File: config.mk
export PLATFORM = sky130hd
export DESIGN_NAME = output_gain_ramp
export DESIGN_NICKNAME = d
export VERILOG_FILES = /design/src/rtl/output_gain_ramp.sv
export SDC_FILE = /design/constraint.sdc
export NUM_CORES = 1
export LEC_CHECK = 0
export BUFFER_PORTS_ARGS = -buffer_cell sky130_fd_sc_hd__buf_2
export CAP_MARGIN = 20
export CORE_UTILIZATION = 45
export CTS_CLUSTER_SIZE = 30
export DETAILED_ROUTE_END_ITERATION = 12
export PLACE_DENSITY_LB_ADDON = 0.12
export SLEW_MARGIN = 20
export SYNTH_ARGS = -nofsm -noshare
export SYNTH_HDL_FRONTEND = slang
export SYNTH_SLANG_ARGS = --single-unit
File: constraint.sdc
create_clock -name CLOCK_50 -period 10.7 [get_ports CLOCK_50]
set_input_delay 0.535 -clock CLOCK_50 [delete_from_list [all_inputs] [get_ports CLOCK_50]]
set_output_delay 0.535 -clock CLOCK_50 [all_outputs]
set_load 0.005 [all_outputs]
File: src/rtl/output_gain_ramp.sv
// output_gain_ramp: stereo output gain stage with a ramped Q1.7 gain code.
// The gain code walks toward its target one accepted sample at a time, so
// gain changes and mute/unmute are click-free. The datapath is a two-stage
// pipeline: a full-width multiply, then a shift by 7 with saturation to 32 bits.
// Optional feature: define OUTPUT_GAIN_RAMP_CLIP_COUNT_EN to add the clip_count
// output, a saturating 16-bit count of clipped output samples.
module output_gain_ramp #(
  parameter int RAMP_STEP = 1
) (
  input  logic               CLOCK_50,
  input  logic               reset,
  input  logic               sample_valid,
  input  logic signed [31:0] in_L,
  input  logic signed [31:0] in_R,
  input  logic               enable,
  input  logic [7:0]         gain_target,
  output logic signed [31:0] out_L,
  output logic signed [31:0] out_R,
  output logic               out_valid,
  output logic               ramp_busy,
`ifdef OUTPUT_GAIN_RAMP_CLIP_COUNT_EN
  output logic               clip,
  output logic [15:0]        clip_count
`else
  output logic               clip
`endif
);

  localparam int DATA_W = 32;
  localparam int COEF_W = 8;
  localparam int PROD_W = DATA_W + COEF_W + 1;
  localparam int FRAC_W = 7;

  localparam logic [COEF_W-1:0] STEP = COEF_W'(RAMP_STEP);

  // Saturation limits expressed at product width, and at output width
  localparam logic signed [PROD_W-1:0] SAT_HI = {{(PROD_W-DATA_W+1){1'b0}}, {(DATA_W-1){1'b1}}};
  localparam logic signed [PROD_W-1:0] SAT_LO = {{(PROD_W-DATA_W+1){1'b1}}, {(DATA_W-1){1'b0}}};
  localparam logic signed [DATA_W-1:0] OUT_MAX = {1'b0, {(DATA_W-1){1'b1}}};
  localparam logic signed [DATA_W-1:0] OUT_MIN = {1'b1, {(DATA_W-1){1'b0}}};

  // Ramp states carry bit 1 set so ramp_busy is a plain register bit
  typedef enum logic [1:0] {
    MUTED     = 2'b00,
    HOLD      = 2'b01,
    RAMP_UP   = 2'b10,
    RAMP_DOWN = 2'b11
  } state_t;

  function automatic state_t classify(input logic [COEF_W-1:0] g,
                                      input logic [COEF_W-1:0] e);
    if (g < e)       return RAMP_UP;
    else if (g > e)  return RAMP_DOWN;
    else if (g == 0) return MUTED;
    else             return HOLD;
  endfunction

  // Drop the Q1.7 fraction (arithmetic shift, truncates toward -inf) and clamp
  function automatic logic signed [DATA_W-1:0] sat_q7(input logic signed [PROD_W-1:0] p);
    logic signed [PROD_W-1:0] s;
    s = p >>> FRAC_W;
    if (s > SAT_HI)      return OUT_MAX;
    else if (s < SAT_LO) return OUT_MIN;
    else                 return s[DATA_W-1:0];
  endfunction

  function automatic logic clips_q7(input logic signed [PROD_W-1:0] p);
    logic signed [PROD_W-1:0] s;
    s = p >>> FRAC_W;
    return (s > SAT_HI) || (s < SAT_LO);
  endfunction

  state_t              r_state;
  state_t              w_state_nxt;
  logic [COEF_W-1:0]   r_cur_gain;
  logic [COEF_W-1:0]   w_gain_nxt;
  logic [COEF_W-1:0]   w_eff;
  logic [COEF_W-1:0]   w_diff;
  logic [COEF_W-1:0]   w_delta;

  logic signed [PROD_W-1:0] w_in_l_x;
  logic signed [PROD_W-1:0] w_in_r_x;
  logic signed [PROD_W-1:0] w_gain_x;
  logic signed [PROD_W-1:0] r_prod_l_p1;
  logic signed [PROD_W-1:0] r_prod_r_p1;
  logic                     r_vld_p1;
  logic                     w_clip_p1;

  // Next gain and state: step toward the live target on each accepted sample
  always_comb begin
    w_eff       = enable ? gain_target : '0;
    w_diff      = '0;
    w_delta     = '0;
    w_gain_nxt  = r_cur_gain;
    w_state_nxt = r_state;
    if (sample_valid) begin
      if (r_cur_gain < w_eff) begin
        w_diff     = w_eff - r_cur_gain;
        w_delta    = (w_diff < STEP) ? w_diff : STEP;
        w_gain_nxt = r_cur_gain + w_delta;
      end else if (r_cur_gain > w_eff) begin
        w_diff     = r_cur_gain - w_eff;
        w_delta    = (w_diff < STEP) ? w_diff : STEP;
        w_gain_nxt = r_cur_gain - w_delta;
      end
      w_state_nxt = classify(w_gain_nxt, w_eff);
    end
  end

  // Gain code and ramp state registers
  always_ff @(posedge CLOCK_50) begin
    if (reset) begin
      r_state    <= MUTED;
      r_cur_gain <= '0;
    end else begin
      r_state    <= w_state_nxt;
      r_cur_gain <= w_gain_nxt;
    end
  end

  assign ramp_busy = r_state[1];

  // Operands widened to product width; gain is unsigned so it gets a zero sign bit
  assign w_in_l_x = {{(PROD_W-DATA_W){in_L[DATA_W-1]}}, in_L};
  assign w_in_r_x = {{(PROD_W-DATA_W){in_R[DATA_W-1]}}, in_R};
  assign w_gain_x = {{(PROD_W-COEF_W){1'b0}}, r_cur_gain};

  // ---- Stage p1: multiply by the gain in force before this sample's update ----
  always_ff @(posedge CLOCK_50) begin
    if (sample_valid) begin
      r_prod_l_p1 <= w_in_l_x * w_gain_x;
      r_prod_r_p1 <= w_in_r_x * w_gain_x;
    end
  end

  // Stage p1 valid: cleared by reset so in-flight samples are discarded
  always_ff @(posedge CLOCK_50) begin
    if (reset) r_vld_p1 <= 1'b0;
    else       r_vld_p1 <= sample_valid;
  end

  assign w_clip_p1 = clips_q7(r_prod_l_p1) | clips_q7(r_prod_r_p1);

  // ---- Stage p2: shift, saturate and hold outputs between samples ----
  always_ff @(posedge CLOCK_50) begin
    if (reset) begin
      out_valid <= 1'b0;
      out_L     <= '0;
      out_R     <= '0;
      clip      <= 1'b0;
    end else begin
      out_valid <= r_vld_p1;
      if (r_vld_p1) begin
        out_L <= sat_q7(r_prod_l_p1);
        out_R <= sat_q7(r_prod_r_p1);
        clip  <= w_clip_p1;
      end
    end
  end

`ifdef OUTPUT_GAIN_RAMP_CLIP_COUNT_EN
  logic [15:0] r_clip_count;

  // Count clipped samples (one per sample, not per channel), sticking at all-ones
  always_ff @(posedge CLOCK_50) begin
    if (reset) begin
      r_clip_count <= '0;
    end else if (r_vld_p1 && w_clip_p1 && (r_clip_count != 16'hFFFF)) begin
      r_clip_count <= r_clip_count + 16'd1;
    end
  end

  assign clip_count = r_clip_count;
`endif

endmodule

==> results of run 1 <==
layer usage:
layer	GRT usage (%)	up-vias	part of all wire, %	wire length [um]
li1	-	8245	-	-
met1	34.4	8883	50	29100
met2	37.1	390	45	26500
met3	2.72	36	4.5	2640
met4	3.97	2	0.87	511
met5	0	-	0.029	17
critical path, cell delays in order, from the launching register on:
cell and delay, ps:
dfxtp_2 980, buf_4 530, nand2_1 130, fa_1 530
inv_1 60, fa_1 500, inv_1 60, fa_1 530
inv_1 50, fa_1 430, ha_1 340, a2111oi_0 410
o21ai_0 160, o2bb2ai_1 190, a2111oi_2 360, o31ai_1 150
a31o_2 270, a21oi_1 230, o21ai_0 140, xor2_1 150
worst paths after layout:
kind	startpoint	end	slack [ps]	cells past startpoint
max	r_cur_gain[1]	r_prod_l_p1[29]	4200	19
min	out_R[24]	out_R[24]	460	2
min reg2reg	out_R[24]	out_R[24]	460	2
max reg2reg	r_cur_gain[1]	r_prod_l_p1[29]	4200	19
Yosys cell counts (3+ instances only):
library cell / n
inv_1: 518
fa_1: 398
and2_1: 319
nand2_1: 239
ha_1: 191
a21oi_1: 128
o21ai_0: 105
clkbuf_1: 84
nor2_1: 81
dfxtp_1: 76
nand2b_1: 73
edfxtp_1: 68
xnor2_1: 58
nor3_1: 22
xor2_1: 22
a21o_1: 20
nand3_1: 19
nand4_1: 14
a211oi_1: 13
o21a_1: 12
nor2b_1: 10
o21bai_1: 7
mux2i_1: 6
nor4_1: 6
o31ai_1: 6
a31oi_1: 5
and3_1: 5
buf_1: 5
or2_2: 5
or3_1: 5
a2111oi_2: 4
o2111ai_1: 4
o31a_1: 4
a221o_1: 3
buf_2: 3
o211ai_1: 3
o21ai_1: 3
o22ai_1: 3
o311ai_1: 3
flip-flops by register name, indices dropped and copies added (netlist names):
| register | flops |
|---|---|
| clip | 1 |
| r_vld_p1 | 1 |
| out_L | 32 |
| r_prod_r_p1 | 34 |
| r_state | 1 |
| r_prod_l_p1 | 34 |
| out_valid | 1 |
| out_R | 32 |
| r_cur_gain | 8 |
stage by stage:
stage / hold slack (ps) / setup WS, ps / util (%) / power, W
floorplan: 462 / 5070 / - / 0.00568
global placement: 452 / 4330 / 48.3 / 0.00714
detailed placement: 456 / 4230 / 48.3 / 0.00725
CTS: 465 / 4200 / 49.4 / 0.00790
global route: 488 / 3810 / 49.4 / 0.00883
finish: 462 / 4200 / 49.4 / 0.00783
final cells by class:
cell class | instances | area, um^2 | share of cell area (%)
inverter | 519 | 1950 | 7.67
timing repair buffer | 158 | 833 | 3.28
clock inverter | 13 | 140 | 0.552
tap | 680 | 851 | 3.35
multi-input combinational | 1855 | 17600 | 69.4
clock buffer | 19 | 433 | 1.70
sequential | 144 | 3570 | 14.1
kinds of logic (layout without fill, tap and decap cells):
| family | Yosys count | in the layout | share of synthesized area (%) |
|---|---|---|---|
| compound gates | 352 | 352 | 9.24 |
| simple gates | 814 | 814 | 18.3 |
| xor+xnor | 80 | 80 | 2.99 |
| other cells | 2 | 14 | 0.0320 |
| fa+ha+maj | 589 | 589 | 44.2 |
| mux | 6 | 6 | 0.256 |
| flops | 144 | 144 | 15.2 |
| buf+inv | 611 | 709 | 9.80 |
report_power, final:
group          internal (W)  switching [W]
Combinational       0.00245        0.00359
Sequential          0.00102       0.000166
Clock              0.000343       0.000257
Total               0.00381        0.00401
cells in the final DEF, fill, tap and decap left out, drive strengths merged, types with 68 or more instances in the layout:
cell type,synthesis,layout
a21oi,128,128
and2,319,319
buf,8,158
dfxtp,76,76
edfxtp,68,68
fa,398,398
ha,191,191
inv,519,521
nand2,239,239
nand2b,73,73
nor2,81,81
o21ai,109,109
==> flow_metrics.py, run 1 <==
metrics = {
    "outcome": {
        "outcome": "completed",
    },
    "detailed_routing": {
        "routed_via_density": 5.18,
        "routed-via-count": 17600,
        "drt_iter0_markers": 1014,
        "ant_nets": 0,
        "drc": 0,
        "routedWlPerCell_um": 17.3,
        "wirelength_um": 58800,
        "first_pass_iters": 5,
    },
    "synthesis": {
        "ys_top_cells_by_area": "fa_1 34%, ha_1 10%, edfxtp_1 8.7%, and2_1 8.5%, inv_1 8.3%",
        "synth_ff_type": "dfxtp_1",
        "syn-cell-area_mm2": 0.0234,
        "ys_types": 73,
        "syn_avg_cell_area_um2": 9.02,
        "syn_inst": 2598,
        "ys_ff_latch": 144,
        "synth_top_area_cell": "fa_1",
        "async_reset_ff_share_pct": 0,
        "ys_seq_area_share_pct": 15.2,
        "synth_edf_count": 68,
        "ys_warn_count": 0,
        "yosys.area.top_type_share_pct": 34.0,
    },
    "critical_path": {
        "cp_max_fo": 42,
        "cp-start-kind": "register",
        "critPathCaptureType": "register",
        "cp_data_required_time_ps": 10900,
        "crit_type": "register to register",
        "arrival_ps": 6700,
    },
    "final_layout": {
        "fillers": 4885,
        "drive_above_1_share_pct": 8.09,
        "insertedDiodeCount": 0,
        "areaGrowthSynthToFinish_pct": 8.41,
        "fin_nets": 3360,
        "final_area_mm2": 0.0254,
        "final_cells": 3388,
    },
    "clocking": {
        "htree_num_levels": 4,
        "path_clk_slew_ps": 70,
        "postCtsSetupRepairBufs": 0,
        "cts_buffer_depth": 2,
        "cts_resized": 0,
        "clkLatencyLatePin_ps": 450,
        "ctsHoldBuffers": 0,
        "cts_root_buffer": "clkbuf_16",
        "clock_sinks": 144,
        "cts_buffers": 17,
        "cts_tree": "done",
    },
    "placed_design": {
        "numPlacedInstances": 3356,
        "gp_congestion": 0.899,
        "placed_cell_area_mm2": 0.0248,
        "hpwl_um": 46000,
        "port_buffers": 142,
    },
    "pwr": {
        "ir_drop_mv": 0.138,
        "p_leak_nw": 12.8,
        "p_per_area_mw_per_mm2": 308,
    },
    "global_routing": {
        "grt_pass1_wl_um": 98000,
        "overflow": 0,
        "grt_usage_pct": 23.3,
        "antenna_found_initial": 2,
        "grt_max_degree": 77,
        "grt_pass1_vias": 18400,
    },
    "sta": {
        "relSlewSlack_pct": 28.3,
        "rsz0062_at_grt": "false",
        "hold_violations": 0,
        "worstMarginPinSlew_ps": 1080,
        "skew_ps": 12.1,
        "timing.final.crit_share_pct": 60.7,
        "maxClockFrequency_mhz": 154,
        "maxSlewViolCount": 0,
        "fin_setup_tns_ps": 0,
        "min_period_ps": 6500,
        "setup_viol_count_final": 0,
    },
    "floorplan": {
        "pin_count": 143,
        "fp.dieW_um": 230,
        "dieArea_mm2": 0.0530,
        "start_util_pct": 45.6,
        "dieHeight_um": 230,
        "core_area_mm2": 0.0514,
        "core.rowCount": 83,
    },
    "min_path": {
        "hp-class": "register to register",
    },
    "job": {
        "drv_cap": 0,
    },
}
No activity file was read; power rests on OpenSTA's default activity.
==> run 2: changes to the inputs <==
clock period = 6.3 ns   (was 10.7 ns; I/O delays follow)
==> flow_metrics.py, run 2 (synthesis results as in run 1) <==
metrics = {
    "placed_design": {
        "gp_congestion": 0.873,
        "hpwl_um": 46800,
        "port_buffers": 142,
    },
    "critical_path": {
        "arrival_ps": 6110,
        "cp_max_fo": 35,
        "worst_path_max_delay_cell": "fa_1",
        "cp_slowest_stage_delay_ps": 550,
        "cpMostUsedCell": "fa_1",
        "cp_num_buf_inv": 5,
        "crit_type": "register to register",
        "cp-start-kind": "register",
        "cp_data_required_time_ps": 6500,
        "critPathTopFamily": "adder cells",
        "cp_cell_sequence": "buf_12, nand2_1, fa_1, inv_1, fa_1, inv_1, fa_1, inv_1, fa_1, ha_1, nand4_1, nor3_1, nand3_1, a211oi_1, nor3_2, buf_4, o311ai_1, o41a_1, a21oi_1, xnor2_1",
        "critPathCaptureType": "register",
    },
    "clocking": {
        "path_clk_slew_ps": 70,
        "htree_num_levels": 4,
        "clkLatencyLatePin_ps": 450,
        "ctsHoldBuffers": 0,
        "postCtsSetupRepairBufs": 0,
        "cts_buffer_depth": 2,
        "clock_sinks": 144,
        "cts_root_buffer": "clkbuf_16",
        "cts_tree": "done",
        "cts_buffers": 17,
    },
    "sta": {
        "maxSlewViolCount": 0,
        "relSlewSlack_pct": 40.0,
        "rsz0062_at_grt": "false",
        "timing.final.crit_share_pct": 93.9,
        "skew_ps": 15.0,
        "worstMarginPinSlew_ps": 900,
        "maxClockFrequency_mhz": 169,
        "fin_setup_tns_ps": 0,
        "min_period_ps": 5910,
        "setup_viol_count_final": 0,
        "hold_violations": 0,
    },
    "floorplan": {
        "dieArea_mm2": 0.0530,
        "pin_count": 143,
        "core_area_mm2": 0.0514,
        "fp.dieW_um": 230,
        "start_util_pct": 45.6,
        "core.rowCount": 83,
        "dieHeight_um": 230,
    },
    "detailed_routing": {
        "ant_nets": 0,
        "first_pass_iters": 6,
        "routedWlPerCell_um": 17.5,
        "drc": 0,
        "routed-via-count": 17400,
        "drt_iter0_markers": 949,
        "routed_via_density": 5.12,
        "wirelength_um": 59400,
    },
    "final_layout": {
        "areaGrowthSynthToFinish_pct": 9.15,
        "largest_registers": "r_prod_l_p1 (34), r_prod_r_p1 (34)",
        "fillers": 5013,
        "final_cell_mix": "518 x inv_1, 398 x fa_1, 319 x and2_1",
        "fin_nets": 3374,
        "final_core_util_pct": 49.8,
        "multi_input_area_mm2": 0.0176,
        "layout_commonest_cell": "inv_1",
        "seq_area_mm2": 0.00357,
        "drive_above_1_share_pct": 8.67,
    },
    "global_routing": {
        "overflow": 0,
        "grt_usage_pct": 23.4,
        "antenna_found_initial": 1,
        "grt_pass1_vias": 18400,
        "grt_max_degree": 77,
        "grt_pass1_wl_um": 98300,
    },
    "min_path": {
        "hp-class": "input port to register",
    },
    "pwr": {
        "p_per_area_mw_per_mm2": 524,
        "p_leak_nw": 12.9,
        "ir_drop_mv": 0.222,
    },
    "outcome": {
        "outcome": "completed",
    },
    "job": {
        "drv_cap": 0,
    },
}
==> run 2: metal layers <==
metal	up-vias	wire length (um)	track usage, %
li1	8261	-	-
met5	-	0	0
met4	0	655	4.47
met1	8712	29800	35.3
met2	414	25800	35.7
met3	41	3190	3.48
==> run 2: where the power goes <==
part	switching (W)	internal [W]
logic	0.00628	0.00424
clock network	0.000441	0.000530
registers	0.000180	0.00174
==> run 2: path summary, 6_finish.rpt <==
kind	cells past startpoint	slack [ps]	startpoint	end
setup reg to reg	20	390	r_cur_gain[2]	r_prod_r_p1[40]
hold reg to reg	2	470	out_R[4]	out_R[4]
hold / removal	1	380	sample_valid	r_prod_r_p1[35]
setup / recovery	20	390	r_cur_gain[2]	r_prod_r_p1[40]
==> run 2: cell type report <==
| cell class | instances | share of cell area [%] |
|---|---|---|
| diodes | 1 | 0.00978 |
| clock buffers | 18 | 1.76 |
| clock inverters | 14 | 0.396 |
| inverters | 519 | 7.62 |
| multi-input cells | 1855 | 68.9 |
| flip-flops and latches | 144 | 14.0 |
| well taps | 680 | 3.33 |
| repair buffers | 172 | 4.01 |
==> run 2: per-stage QoR <==
step / power (W) / worst slack [ps] / cell area [um^2] / std cells / hold slack [ps]
final: 0.0134 / 387 / 25600 / 3403 / 375
after global routing: 0.0151 / 78.6 / 25600 / 3402 / 383
after CTS: 0.0135 / 375 / 25600 / 3402 / 363
after detailed placement: 0.0125 / 380 / 25000 / 3370 / 455
after global placement: 0.0123 / 504 / 25000 / 3370 / 454
after floorplan: 0.00965 / 672 / 23500 / 2610 / 427
==> run 2: timing repair <==
action                                  CTS  global route
gates resized for setup                   0             1
endpoints found under the setup margin    0             2
hold endpoints to repair                  0             0
